## config.mk

```make
export PLATFORM = sky130hd
export DESIGN_NAME = data_router_seq
export DESIGN_NICKNAME = d
export VERILOG_FILES = /design/src/rtl/data_router_pkg.sv /design/src/rtl/data_router_seq_rptr.sv /design/src/rtl/data_router_seq.sv
export SDC_FILE = /design/constraint.sdc
export NUM_CORES = 1
export LEC_CHECK = 0
export ABC_AREA = 1
export CAP_MARGIN = 20
export CORE_AREA = 4 4 115 84
export DETAILED_ROUTE_END_ITERATION = 8
export DIE_AREA = 0 0 119 88
export PLACE_DENSITY = 0.85
export RECOVER_POWER = 50
export SLEW_MARGIN = 20
export SYNTH_ARGS = -nofsm -noshare
export SYNTH_HDL_FRONTEND = slang
export SYNTH_SLANG_ARGS = --single-unit
```

## constraint.sdc

```tcl
create_clock -name clk -period 4.7 [get_ports clk]
set_clock_uncertainty 0.1 [all_clocks]
set_input_delay 1.175 -clock clk [delete_from_list [all_inputs] [get_ports clk]]
set_output_delay 1.175 -clock clk [all_outputs]
set_load 0.05 [all_outputs]
```

## src/rtl/data_router_pkg.sv

```systemverilog
// data_router_pkg: shared sizing, FSM state and tile config types for the data_router sequencer
package data_router_pkg;
    localparam int STRIDE = 2;
    localparam int KSIZE  = 3;
    // the line buffer must hold a whole kernel window
    localparam int BUFH   = (STRIDE + 1 > KSIZE) ? STRIDE + 1 : KSIZE;
    localparam int BW     = 8;
    localparam int RW     = 8;
    localparam int CW     = 28;

    typedef enum logic [2:0] {IDLE, FILL, WAITH, WAITL, SLIDE, BEND, FIN} seq_state_e;

    typedef struct packed {
        logic          dw;
        logic [BW-1:0] nch;
        logic [RW-1:0] nstep;
        logic [CW-1:0] col;
    } seq_cfg_t;
endpackage

```

## src/rtl/data_router_seq_rptr.sv

```systemverilog
// rptr_mod: advances the buffer row-pointer select modulo the line-buffer height
//   rpsel  in   current window-top buffer row
//   inc    in   rows the window slid by
//   nxt    out  (rpsel + inc) mod BUFH
module rptr_mod
    import data_router_pkg::*;
(
    input  logic [1:0] rpsel,
    input  logic [1:0] inc,
    output logic [1:0] nxt
);
    logic [2:0] sum;

    always_comb begin
        sum = {1'b0, rpsel} + {1'b0, inc};
        nxt = 2'(sum >= 3'(BUFH) ? sum - 3'(BUFH) : sum);
    end
endmodule

```

## src/rtl/data_router_seq.sv

```systemverilog
// data_router_seq: walks one tile channel by channel, fetching line-buffer rows and pacing PE passes
//   clk, rst                       clock, async active-high reset
//   start, cfg_dw/nch/nstep/col    tile start pulse and config latched on it
//   rd_req, rd_gnt                 row-fetch handshake; bank/row/col describe the fetch
//   rpsel                          buffer row holding the window top
//   dw_comp                        latched depthwise mode
//   dwpe_ena                       PE pass active
//   blkend, busy, done             end-of-block pulse, tile in progress, end-of-tile pulse
module data_router_seq
    import data_router_pkg::*;
(
    input  logic          clk,
    input  logic          rst,
    input  logic          start,
    input  logic          cfg_dw,
    input  logic [BW-1:0] cfg_nch,
    input  logic [RW-1:0] cfg_nstep,
    input  logic [CW-1:0] cfg_col,
    output logic          rd_req,
    input  logic          rd_gnt,
    output logic [BW-1:0] bank,
    output logic [RW-1:0] row,
    output logic [CW-1:0] col,
    output logic [1:0]    rpsel,
    output logic          dw_comp,
    input  logic          dwpe_ena,
    output logic          blkend,
    output logic          busy,
    output logic          done
);
    seq_state_e    state;
    seq_cfg_t      cfg;
    logic [RW-1:0] step;
    logic [1:0]    cnt, last, inc, rp_nxt;
    logic          gnt, phase_end;

    assign inc       = cfg.dw ? 2'(STRIDE) : 2'd1;
    // FILL loads the whole buffer in DW mode, SLIDE only brings in the stride rows
    assign last      = state == FILL ? (cfg.dw ? 2'(BUFH - 1) : 2'd0) : inc - 2'd1;
    assign rd_req    = state == FILL || state == SLIDE;
    assign gnt       = rd_req && rd_gnt;
    assign phase_end = gnt && cnt == last;
    assign blkend    = state == BEND;
    assign done      = state == FIN;
    assign busy      = state != IDLE && state != FIN;
    assign col       = cfg.col;
    assign dw_comp   = cfg.dw;

    rptr_mod u_rptr (.rpsel(rpsel), .inc(inc), .nxt(rp_nxt));

    always_ff @(posedge clk or posedge rst) begin
        if (rst) begin
            state <= IDLE;
            cfg   <= '0;
            bank  <= '0;
            row   <= '0;
            step  <= '0;
            rpsel <= '0;
            cnt   <= '0;
        end else begin
            case (state)
                IDLE: if (start) begin
                    state     <= FILL;
                    cfg.dw    <= cfg_dw;
                    cfg.nch   <= cfg_nch == '0 ? BW'(1) : cfg_nch;
                    cfg.nstep <= cfg_nstep == '0 ? RW'(1) : cfg_nstep;
                    cfg.col   <= cfg_col;
                    bank      <= '0;
                    row       <= '0;
                    step      <= '0;
                    rpsel     <= '0;
                    cnt       <= '0;
                end
                FILL, SLIDE: if (gnt) begin
                    row <= row + 1'b1;
                    cnt <= phase_end ? 2'd0 : cnt + 2'd1;
                    if (phase_end) begin
                        state <= WAITH;
                        if (state == SLIDE && cfg.dw) rpsel <= rp_nxt;
                    end
                end
                WAITH: if (dwpe_ena) state <= WAITL;
                WAITL: if (!dwpe_ena) begin
                    step  <= step + 1'b1;
                    state <= step + 1'b1 < cfg.nstep ? SLIDE : BEND;
                end
                BEND: begin
                    bank  <= bank + 1'b1;
                    row   <= '0;
                    step  <= '0;
                    rpsel <= '0;
                    state <= bank + 1'b1 < cfg.nch ? FILL : FIN;
                end
                FIN: state <= IDLE;
                default: state <= IDLE;
            endcase
        end
    end
endmodule
```

==> results.py, run 1 <==
metrics = {
    "floorplanning": {
        "fp-row-count": 28,
        "start_util": 0.498,
        "die_h_um": 88,
        "ios": 101,
        "die_x_um": 119,
        "coreArea_um2": 8440,
        "dieArea_um2": 10500,
    },
    "synthesis": {
        "netlist_instances": 527,
        "syn_avg_cell_area_um2": 7.98,
        "ys.flop_type": "dfrtp_1",
        "synthesis.area_um2": 4210,
        "yosys-top-cells-count": "nand2_1, dfrtp_1, inv_1",
        "yosys.area.top_type_share": 0.452,
        "yosysMostFrequentCell": "nand2_1",
        "yosys-top-cells-area": "dfrtp_1, nand2_1, ha_1, buf_4, inv_1",
        "synth_edf_count": 0,
        "yosys.area.top_type": "dfrtp_1",
        "ys_types": 36,
        "async_flop_share": 1.00,
        "synth-seq-cells": 76,
        "yosysSeqAreaShare": 0.452,
        "yosys_warnings": 0,
        "synthesis.nets": 597,
    },
    "grt": {
        "grt_max_degree": 77,
        "grt_pass1_wl_um": 16800,
        "grt.total_usage": 0.196,
        "grt_pass1_vias": 3591,
        "antenna_found_initial": 0,
        "gr-total-overflow": 0,
    },
    "critical_path": {
        "critical_path_class": "flip-flop to output pin",
        "crit_path_start_kind": "flip-flop",
        "critPathMaxFanout": 11,
        "end_kind": "output pin",
        "critPathArrivalTime_ns": 2.40,
        "r2r_cells": 6,
        "crit_required_ns": 3.42,
    },
    "route": {
        "dr.pass1.iters": 4,
        "vias": 3561,
        "avgRoutedWirePerCell_um": 13.6,
        "vias_per_cell": 4.92,
        "drt_iter0_markers": 190,
        "routed_wirelength_um": 9860,
        "drc": 0,
        "ant_nets": 0,
    },
    "pwr": {
        "p_switching_mw": 1.77,
        "sw_frac_of_total": 0.470,
        "p_comb_frac": 0.528,
        "p_clk_frac": 0.194,
        "power.internal_mw": 1.99,
        "p_leak_nw": 2.71,
        "p_per_area_nw_per_um2": 700,
        "seqPwrFrac": 0.278,
        "max-vdd-ir-drop_mv": 0.283,
    },
    "clocking": {
        "htreeDepth": 3,
        "holdBufCountCts": 0,
        "tritoncts": "built",
        "cts_sinks": 76,
        "clockBufferDepth": 2,
        "numCtsBuffers": 9,
        "cts_root_buf": "clkbuf_16",
        "cts.clk_slew.worst_paths_ns": 0.06,
        "insertion_delay_ns": 0.33,
        "ctsResizeCount": 0,
        "cts_setup_buffers": 0,
    },
    "placed_design": {
        "numPortBuffers": 100,
        "gp_congestion": 0.875,
        "placed_cell_area_um2": 5090,
        "dpl.hpwl_um": 7110,
    },
    "hold_path": {
        "min_path_type": "flip-flop to flip-flop",
        "hold_depth": 2,
    },
    "timing": {
        "finalHoldViolCount": 0,
        "maxSlewHeadroom": -0.238,
        "min_period_ns": 3.68,
        "rsz0062_at_grt": "false",
        "slew_viol_final": 77,
        "finalSetupViolCount": 0,
        "tns_ns": 0,
        "fmax_mhz": 272,
        "period_share": 0.782,
        "worstMarginPinSlew_ns": 1.86,
    },
    "final_layout": {
        "final_area_um2": 5380,
        "drive_gt1_frac": 0.0646,
        "synthToLayoutAreaGrowth_pct": 27.8,
        "seqCellArea_um2": 1900,
        "multi_input_area_um2": 1760,
        "antenna_cells": 0,
        "fin_nets": 670,
        "fill_cells": 718,
    },
    "status": {
        "status": "complete, but fails checks",
        "violations": "max-capacitance violations, max-slew violations",
    },
    "job": {
        "cap_violations": 1,
    },
}
worst max-delay path, stage by stage, from the launching register on:
cell,delay (ns)
dfrtp_1,0.46
inv_2,0.13
nand3_1,0.31
inv_1,0.31
clkdlybuf4s50_1,0.85
state kept, by name, indices dropped and copies added, names as in the netlist:
name,flops
bank,8
cfg,16
cnt,2
col,28
dw_comp,1
row,8
rpsel,2
state,3
step,8
cells in the final DEF (no fill, tap or decap), types with 3 or more instances in the layout:
master / count
nand2_1: 192
clkdlybuf4s50_1: 98
dfrtp_1: 76
inv_1: 55
o21ai_0: 28
nand3_1: 20
ha_1: 19
nor2_1: 18
a21oi_1: 15
xor2_1: 10
clkbuf_16: 9
inv_2: 7
o22ai_1: 7
or2_2: 5
nor3_1: 5
nand2_2: 3
nor4_1: 3
nand4_1: 3
layout make-up:
cell class              count  area share
flip-flops and latches     76       0.354
inverters                  64      0.0447
well taps                 120      0.0279
clock inverters             4      0.0137
multi-input cells         347       0.327
repair buffers            102       0.188
clock buffers              11      0.0451
power groups by stage:
stage / Sequential [mW] / Combinational, mW / Clock (mW)
floorplan: 1.11 / 1.54 / 0
global placement: 1.04 / 1.93 / 0
detailed placement: 1.05 / 2.01 / 0
CTS: 1.05 / 2.03 / 0.746
global route: 1.08 / 2.17 / 0.772
finish: 1.05 / 1.99 / 0.731
path summary, 6_finish.rpt:
check,slack [ns],end,startpoint
min in group asynchronous,1.85,col[2],rst
min reg2reg,0.37,col[22],col[22]
max,1.02,blkend,state[1]
max reg2reg,2.23,bank[6],state[0]
min,0.37,col[22],col[22]
max in group asynchronous,1.55,col[5],rst
cells by family after synthesis:
family | share of synthesized area
and+or+nand+nor | 0.256
buffers and inverters | 0.124
DFF | 0.452
AOI/OAI and AO/OA | 0.0821
adders and majority gates | 0.0613
xor gates and xnor gates | 0.0250
through the flow:
step / std cells / hold WS, ns / setup slack (ns) / total power [mW] / utilization
after CTS: 724 / 0.376 / 0.979 / 3.82 / 0.641
after global placement: 709 / 0.352 / 1.42 / 2.97 / 0.603
after global routing: 724 / 0.381 / 0.913 / 4.02 / 0.637
after floorplan: 527 / 0.343 / 1.49 / 2.65 / -
after detailed placement: 709 / 0.362 / 1.36 / 3.06 / 0.603
final: 724 / 0.369 / 1.02 / 3.77 / 0.637
per-layer routing:
layer  up-vias  global-route usage  routed length, µm
met4         0              0.0589                 83
met2       111               0.343               4930
met3        12              0.0497                503
li1       1779                   -                  -
met5         -                   0                  0
met1      1659               0.243               4340
(Power assumes the default switching activity.)
==> run 2, diff against run 1 <==
==> constraint.sdc (replaced) <==
create_clock -name clk -period 3.5 [get_ports clk]
set_clock_uncertainty 0.1 [all_clocks]
set_input_delay 0.875 -clock clk [delete_from_list [all_inputs] [get_ports clk]]
set_output_delay 0.875 -clock clk [all_outputs]
set_load 0.05 [all_outputs]
==> results.py, run 2 (synthesis gave the netlist of run 1 again) <==
metrics = {
    "grt": {
        "busiest_layer": "met2",
        "grt_use_met3": 0.0581,
        "grt.total_usage": 0.207,
        "antenna_found_initial": 0,
        "met1_usage": 0.256,
        "gr-total-overflow": 0,
        "grt_pass1_vias": 3774,
        "grt_pass1_wl_um": 17600,
        "grtUsageMet2": 0.359,
        "grt_max_degree": 51,
    },
    "route": {
        "dr.pass1.iters": 5,
        "drc": 0,
        "routed_wirelength_um": 10100,
        "drt_iter0_markers": 356,
        "vias": 3610,
        "vias_per_cell": 4.98,
        "ant_nets": 0,
        "avgRoutedWirePerCell_um": 13.9,
    },
    "critical_path": {
        "end_kind": "output pin",
        "critPathMaxFanout": 12,
        "cp_top_family": "buffers and inverters",
        "crit_required_ns": 2.52,
        "path_cells": "inv_1 -> nand3_2 -> nand2_2 -> clkdlybuf4s50_1",
        "critPathArrivalTime_ns": 2.17,
        "cp_slowest_cell": "clkdlybuf4s50_1",
        "critical_path_class": "flip-flop to output pin",
        "crit_path_start_kind": "flip-flop",
        "crit_buf_inv": 2,
        "max_stage_delay_ns": 0.86,
    },
    "timing": {
        "slew_viol_final": 0,
        "min_period_ns": 3.14,
        "fmax_mhz": 318,
        "worstMarginPinSlew_ns": 1.07,
        "finalHoldViolCount": 0,
        "maxSlewHeadroom": 0.284,
        "rsz0062_at_grt": "false",
        "period_share": 0.899,
        "tns_ns": 0,
        "finalSetupViolCount": 0,
    },
    "final_layout": {
        "final_cell_mix": "nand2_1, clkdlybuf4s50_1, dfrtp_1, inv_1, o21ai_0",
        "multi_input_area_um2": 1750,
        "regMostFlops": "col",
        "fin_nets": 671,
        "synthToLayoutAreaGrowth_pct": 28.5,
        "fill_cells": 710,
        "drive_gt1_frac": 0.0678,
        "seqCellArea_um2": 1900,
        "final_common_cell": "nand2_1",
        "largest_registers": "col (28), cfg (16)",
        "final_area_um2": 5410,
        "largest_reg_flops": 28,
        "antenna_cells": 0,
    },
    "floorplanning": {
        "fp-row-count": 28,
        "ios": 101,
        "start_util": 0.498,
        "die_x_um": 119,
        "coreArea_um2": 8440,
        "dieArea_um2": 10500,
        "die_h_um": 88,
    },
    "clocking": {
        "clockBufferDepth": 2,
        "cts_root_buf": "clkbuf_16",
        "cts.clk_slew.worst_paths_ns": 0.06,
        "htreeDepth": 3,
        "numCtsBuffers": 9,
        "holdBufCountCts": 0,
        "tritoncts": "built",
        "cts_sinks": 76,
        "ctsResizeCount": 0,
        "cts_setup_buffers": 0,
        "insertion_delay_ns": 0.33,
    },
    "placed_design": {
        "numPortBuffers": 100,
        "gp_congestion": 0.846,
        "dpl.hpwl_um": 7450,
        "placed_cell_area_um2": 5110,
    },
    "hold_path": {
        "min_path_type": "flip-flop to flip-flop",
    },
    "pwr": {
        "p_per_area_nw_per_um2": 942,
        "max-vdd-ir-drop_mv": 0.502,
        "p_leak_nw": 2.72,
    },
    "job": {
        "cap_violations": 0,
    },
    "status": {
        "status": "finished clean",
    },
}
## run 2: cell types whose count changed in the layout (fill, tap and decap cells not counted), sizes merged
cell,delta
clkinvlp,+1
clkinv,-2
buf,+2
inv,+1
clkbuf,-1
## run 2: through the flow
| step | power [mW] | utilization | worst slack, ns | instances | hold WS [ns] |
|---|---|---|---|---|---|
| 4_1_cts | 5.16 | 0.644 | 0.344 | 725 | 0.372 |
| 2_1_floorplan | 3.56 | - | 0.587 | 527 | 0.343 |
| 3_5_place_dp | 4.13 | 0.606 | 0.699 | 710 | 0.359 |
| 3_3_place_gp | 4.01 | 0.606 | 0.772 | 710 | 0.353 |
| 5_1_grt | 5.46 | 0.640 | 0.262 | 725 | 0.378 |
| 6_report | 5.09 | 0.640 | 0.355 | 725 | 0.370 |
## run 2: layout make-up
| cell class | count | area share |
|---|---|---|
| flip-flops and latches | 76 | 0.352 |
| multi-input cells | 347 | 0.324 |
| repair buffers | 103 | 0.192 |
| clock buffers | 11 | 0.0467 |
| inverters | 64 | 0.0444 |
| well taps | 120 | 0.0278 |
| clock inverters | 4 | 0.0134 |
## run 2: layer usage
layer,share of wire,vias to the layer above
li1,-,1780
met1,0.44,1710
met2,0.49,105
met3,0.052,15
met4,0.016,0
met5,0,-
## run 2: final timing paths
kind / endpoint / start / cells past startpoint / slack, ns
min: col[14] / col[14] / 2 / 0.37
min reg2reg: col[14] / col[14] / 2 / 0.37
max: rd_req / state[2] / 4 / 0.36
max in group asynchronous: state[1] / rst / 3 / 1.32
max reg2reg: bank[4] / state[0] / 6 / 0.87
min in group asynchronous: cfg[31] / rst / 2 / 1.16
## run 2: report_power, final
part           switching, mW  leakage [nW]  internal [mW]  total, mW
Clock                  0.346         0.158          0.658       1.00
Sequential             0.202         0.978           1.20       1.40
Combinational           1.84          1.58          0.839       2.68
## run 2: tightest hold or removal path, stage by stage, from the launching register on
cell     delay [ns]
dfrtp_1        0.33
nand2_1        0.05
nand2_1        0.05
==> run 3, diff against run 2 <==
--- a/config.mk
+++ b/config.mk
@@ -5,11 +5,11 @@
 export SDC_FILE = /design/constraint.sdc
 export NUM_CORES = 1
 export LEC_CHECK = 0
-export ABC_AREA = 1
+export ABC_AREA = 0
 export CAP_MARGIN = 20
-export CORE_AREA = 4 4 115 84
+export CORE_AREA = 2 2 112 81
 export DETAILED_ROUTE_END_ITERATION = 8
-export DIE_AREA = 0 0 119 88
+export DIE_AREA = 0 0 114 83
 export PLACE_DENSITY = 0.85
 export RECOVER_POWER = 50
 export SLEW_MARGIN = 20
==> results.py, run 3 <==
metrics = {
    "clocking": {
        "holdBufCountCts": 0,
        "cts.clk_slew.worst_paths_ns": 0.06,
        "htreeDepth": 3,
        "cts_sinks": 76,
        "ctsResizeCount": 0,
        "clockBufferDepth": 2,
        "cts_setup_buffers": 0,
        "insertion_delay_ns": 0.34,
        "cts_root_buf": "clkbuf_16",
        "tritoncts": "built",
        "numCtsBuffers": 9,
    },
    "synthesis": {
        "ys.flop_type": "dfrtp_1",
        "yosys-top-cells-count": "dfrtp_1, nand2_1, buf_4",
        "synthesis.nets": 469,
        "synth-seq-cells": 76,
        "yosys-top-cells-area": "dfrtp_1, mux2_1, ha_1, buf_4, o21ai_0",
        "synth_edf_count": 0,
        "synthesis.area_um2": 4090,
        "yosysMostFrequentCell": "dfrtp_1",
        "yosysSeqAreaShare": 0.465,
        "netlist_instances": 399,
        "yosys_warnings": 0,
        "yosys.area.top_type_share": 0.465,
        "async_flop_share": 1.00,
        "yosys.area.top_type": "dfrtp_1",
        "ys_types": 50,
        "syn_avg_cell_area_um2": 10.3,
    },
    "critical_path": {
        "critPathArrivalTime_ns": 2.32,
        "cp-startpoint": "state[2]",
        "crit_end": "rd_req",
        "critical_path_class": "flip-flop to output pin",
        "crit_path_start_kind": "flip-flop",
        "cp_slowest_cell": "clkdlybuf4s50_1",
        "r2r_cells": 5,
        "max_stage_delay_ns": 0.72,
        "end_kind": "output pin",
        "path_cells": "and2b_1 -> o21ai_2 -> inv_2 -> clkdlybuf4s50_1",
        "r2r_end": "col[25]",
        "r2r_slack_ns": 0.74,
        "crit_required_ns": 2.52,
        "reg2reg_from": "state[0]",
        "critPathMaxFanout": 13,
    },
    "placed_design": {
        "gp_congestion": 0.866,
        "dpl.hpwl_um": 6800,
        "numPortBuffers": 100,
        "place_ws_ns": 0.554,
    },
    "timing": {
        "finalHoldViolCount": 0,
        "min_period_ns": 3.30,
        "finalSetupViolCount": 0,
        "maxSlewHeadroom": -0.00374,
        "final.setup.worst_slack_ns": 0.203,
        "slew_viol_final": 34,
        "tns_ns": 0,
        "worstMarginPinSlew_ns": 1.51,
        "fmax_mhz": 303,
        "period_share": 0.942,
        "rsz0062_at_grt": "false",
    },
    "final_layout": {
        "antenna_cells": 0,
        "final_cell_mix": "clkdlybuf4s50_1, dfrtp_1, nand2_1, o21ai_0, mux2_1",
        "synthToLayoutAreaGrowth_pct": 28.0,
        "fill_cells": 673,
        "largest_reg_flops": 28,
        "drive_gt1_frac": 0.0522,
        "fin_nets": 546,
        "final_common_cell": "clkdlybuf4s50_1",
        "largest_registers": "col (28), cfg (16)",
        "regMostFlops": "col",
    },
    "route": {
        "routed_wirelength_um": 9120,
        "drt_iter0_markers": 201,
        "dr.pass1.iters": 4,
        "drc": 0,
        "vias": 3193,
        "avgRoutedWirePerCell_um": 15.6,
        "ant_nets": 0,
        "vias_per_cell": 5.47,
    },
    "pwr": {
        "p_leak_nw": 2.35,
        "p_per_area_nw_per_um2": 922,
        "max-vdd-ir-drop_mv": 0.677,
    },
    "floorplanning": {
        "start_util": 0.491,
        "die_h_um": 83,
        "ios": 101,
        "fp-row-count": 28,
        "die_x_um": 114,
        "coreArea_um2": 8340,
        "dieArea_um2": 9460,
    },
    "grt": {
        "antenna_found_initial": 0,
        "met1_usage": 0.273,
        "grt_use_met3": 0.0584,
        "grt_pass1_wl_um": 15200,
        "grt_pass1_vias": 3157,
        "busiest_layer": "met2",
        "gr-total-overflow": 0,
        "grtUsageMet2": 0.319,
        "grt_max_degree": 49,
        "grt.total_usage": 0.204,
    },
    "status": {
        "status": "complete, but fails checks",
        "violations": "max-capacitance violations, max-slew violations",
    },
    "hold_path": {
        "min_from": "col[13]",
        "min_path_type": "flip-flop to flip-flop",
        "hold_depth": 1,
    },
    "job": {
        "cap_violations": 1,
    },
}
## run 3: cell count changes after synthesis, moves of 6 or more
| cell | previous run | this run |
|---|---|---|
| inv_1 | 55 | 24 |
| and3_1 | 0 | 10 |
| nand3_1 | 20 | 14 |
| a22o_1 | 0 | 10 |
| inv_2 | 9 | 2 |
| mux2_1 | 0 | 26 |
| o22ai_1 | 7 | 0 |
| nor2_1 | 17 | 23 |
| a21oi_1 | 15 | 9 |
| nand2_1 | 190 | 34 |
## run 3: layout make-up
| type | instances | area, µm² | share of cell area |
|---|---|---|---|
| clock inverter | 2 | 13.8 | 0.00263 |
| tap | 105 | 131 | 0.0251 |
| timing repair buffer | 105 | 1030 | 0.196 |
| inverter | 27 | 101 | 0.0193 |
| multi-input combinational | 257 | 1830 | 0.349 |
| sequential | 76 | 1900 | 0.363 |
| clock buffer | 12 | 236 | 0.0451 |
## run 3: worst min-delay path by stage
| stage | endpoint |
|---|---|
| after floorplan | col[0] |
| after global placement | col[22] |
| after detailed placement | col[4] |
| after CTS | col[2] |
| after global routing | col[12] |
| final | col[13] |
## run 3: power by group
group / switching [mW] / internal, mW / total, mW
logic: 1.65 / 0.935 / 2.59
registers: 0.229 / 1.21 / 1.44
clock network: 0.335 / 0.472 / 0.807
total: 2.22 / 2.62 / 4.83
## run 3: stage by stage
stage	util	hold WS, ns	instances	power, mW	cell area (µm²)
floorplan	-	0.359	399	3.45	4090
global placement	0.601	0.366	570	3.95	5010
detailed placement	0.601	0.375	570	4.04	5010
CTS	0.631	0.388	584	4.86	5260
global route	0.629	0.409	584	5.13	5240
finish	0.629	0.381	584	4.83	5240
## run 3: critical path: cells and delay by family (launching register included)
kind | cells | cell delay, ns
buffers and inverters | 2 | 0.83
AO/OA/AOI/OAI | 1 | 0.36
AND/OR/NAND/NOR | 1 | 0.29
flip-flops | 1 | 0.51
## run 3: per-layer routing
layer  up-vias  routed length (µm)  part of all wire
met5         -                   0                 0
met4         0                 108             0.012
met3        16                 497             0.054
met2       102                4380              0.48
met1      1552                4130              0.45
li1       1523                   -                 -
## run 3: cell families (layout without fill, tap and decap cells)
| logic type | count (synthesis) | in the layout | synth area share |
|---|---|---|---|
| DFF | 76 | 76 | 0.465 |
| buffers and inverters | 66 | 146 | 0.0892 |
| AOI/OAI and AO/OA | 81 | 81 | 0.134 |
| and+or+nand+nor | 108 | 108 | 0.129 |
| xor gates and xnor gates | 19 | 19 | 0.0406 |
| adders and majority gates | 20 | 20 | 0.0630 |
| muxes | 29 | 29 | 0.0795 |
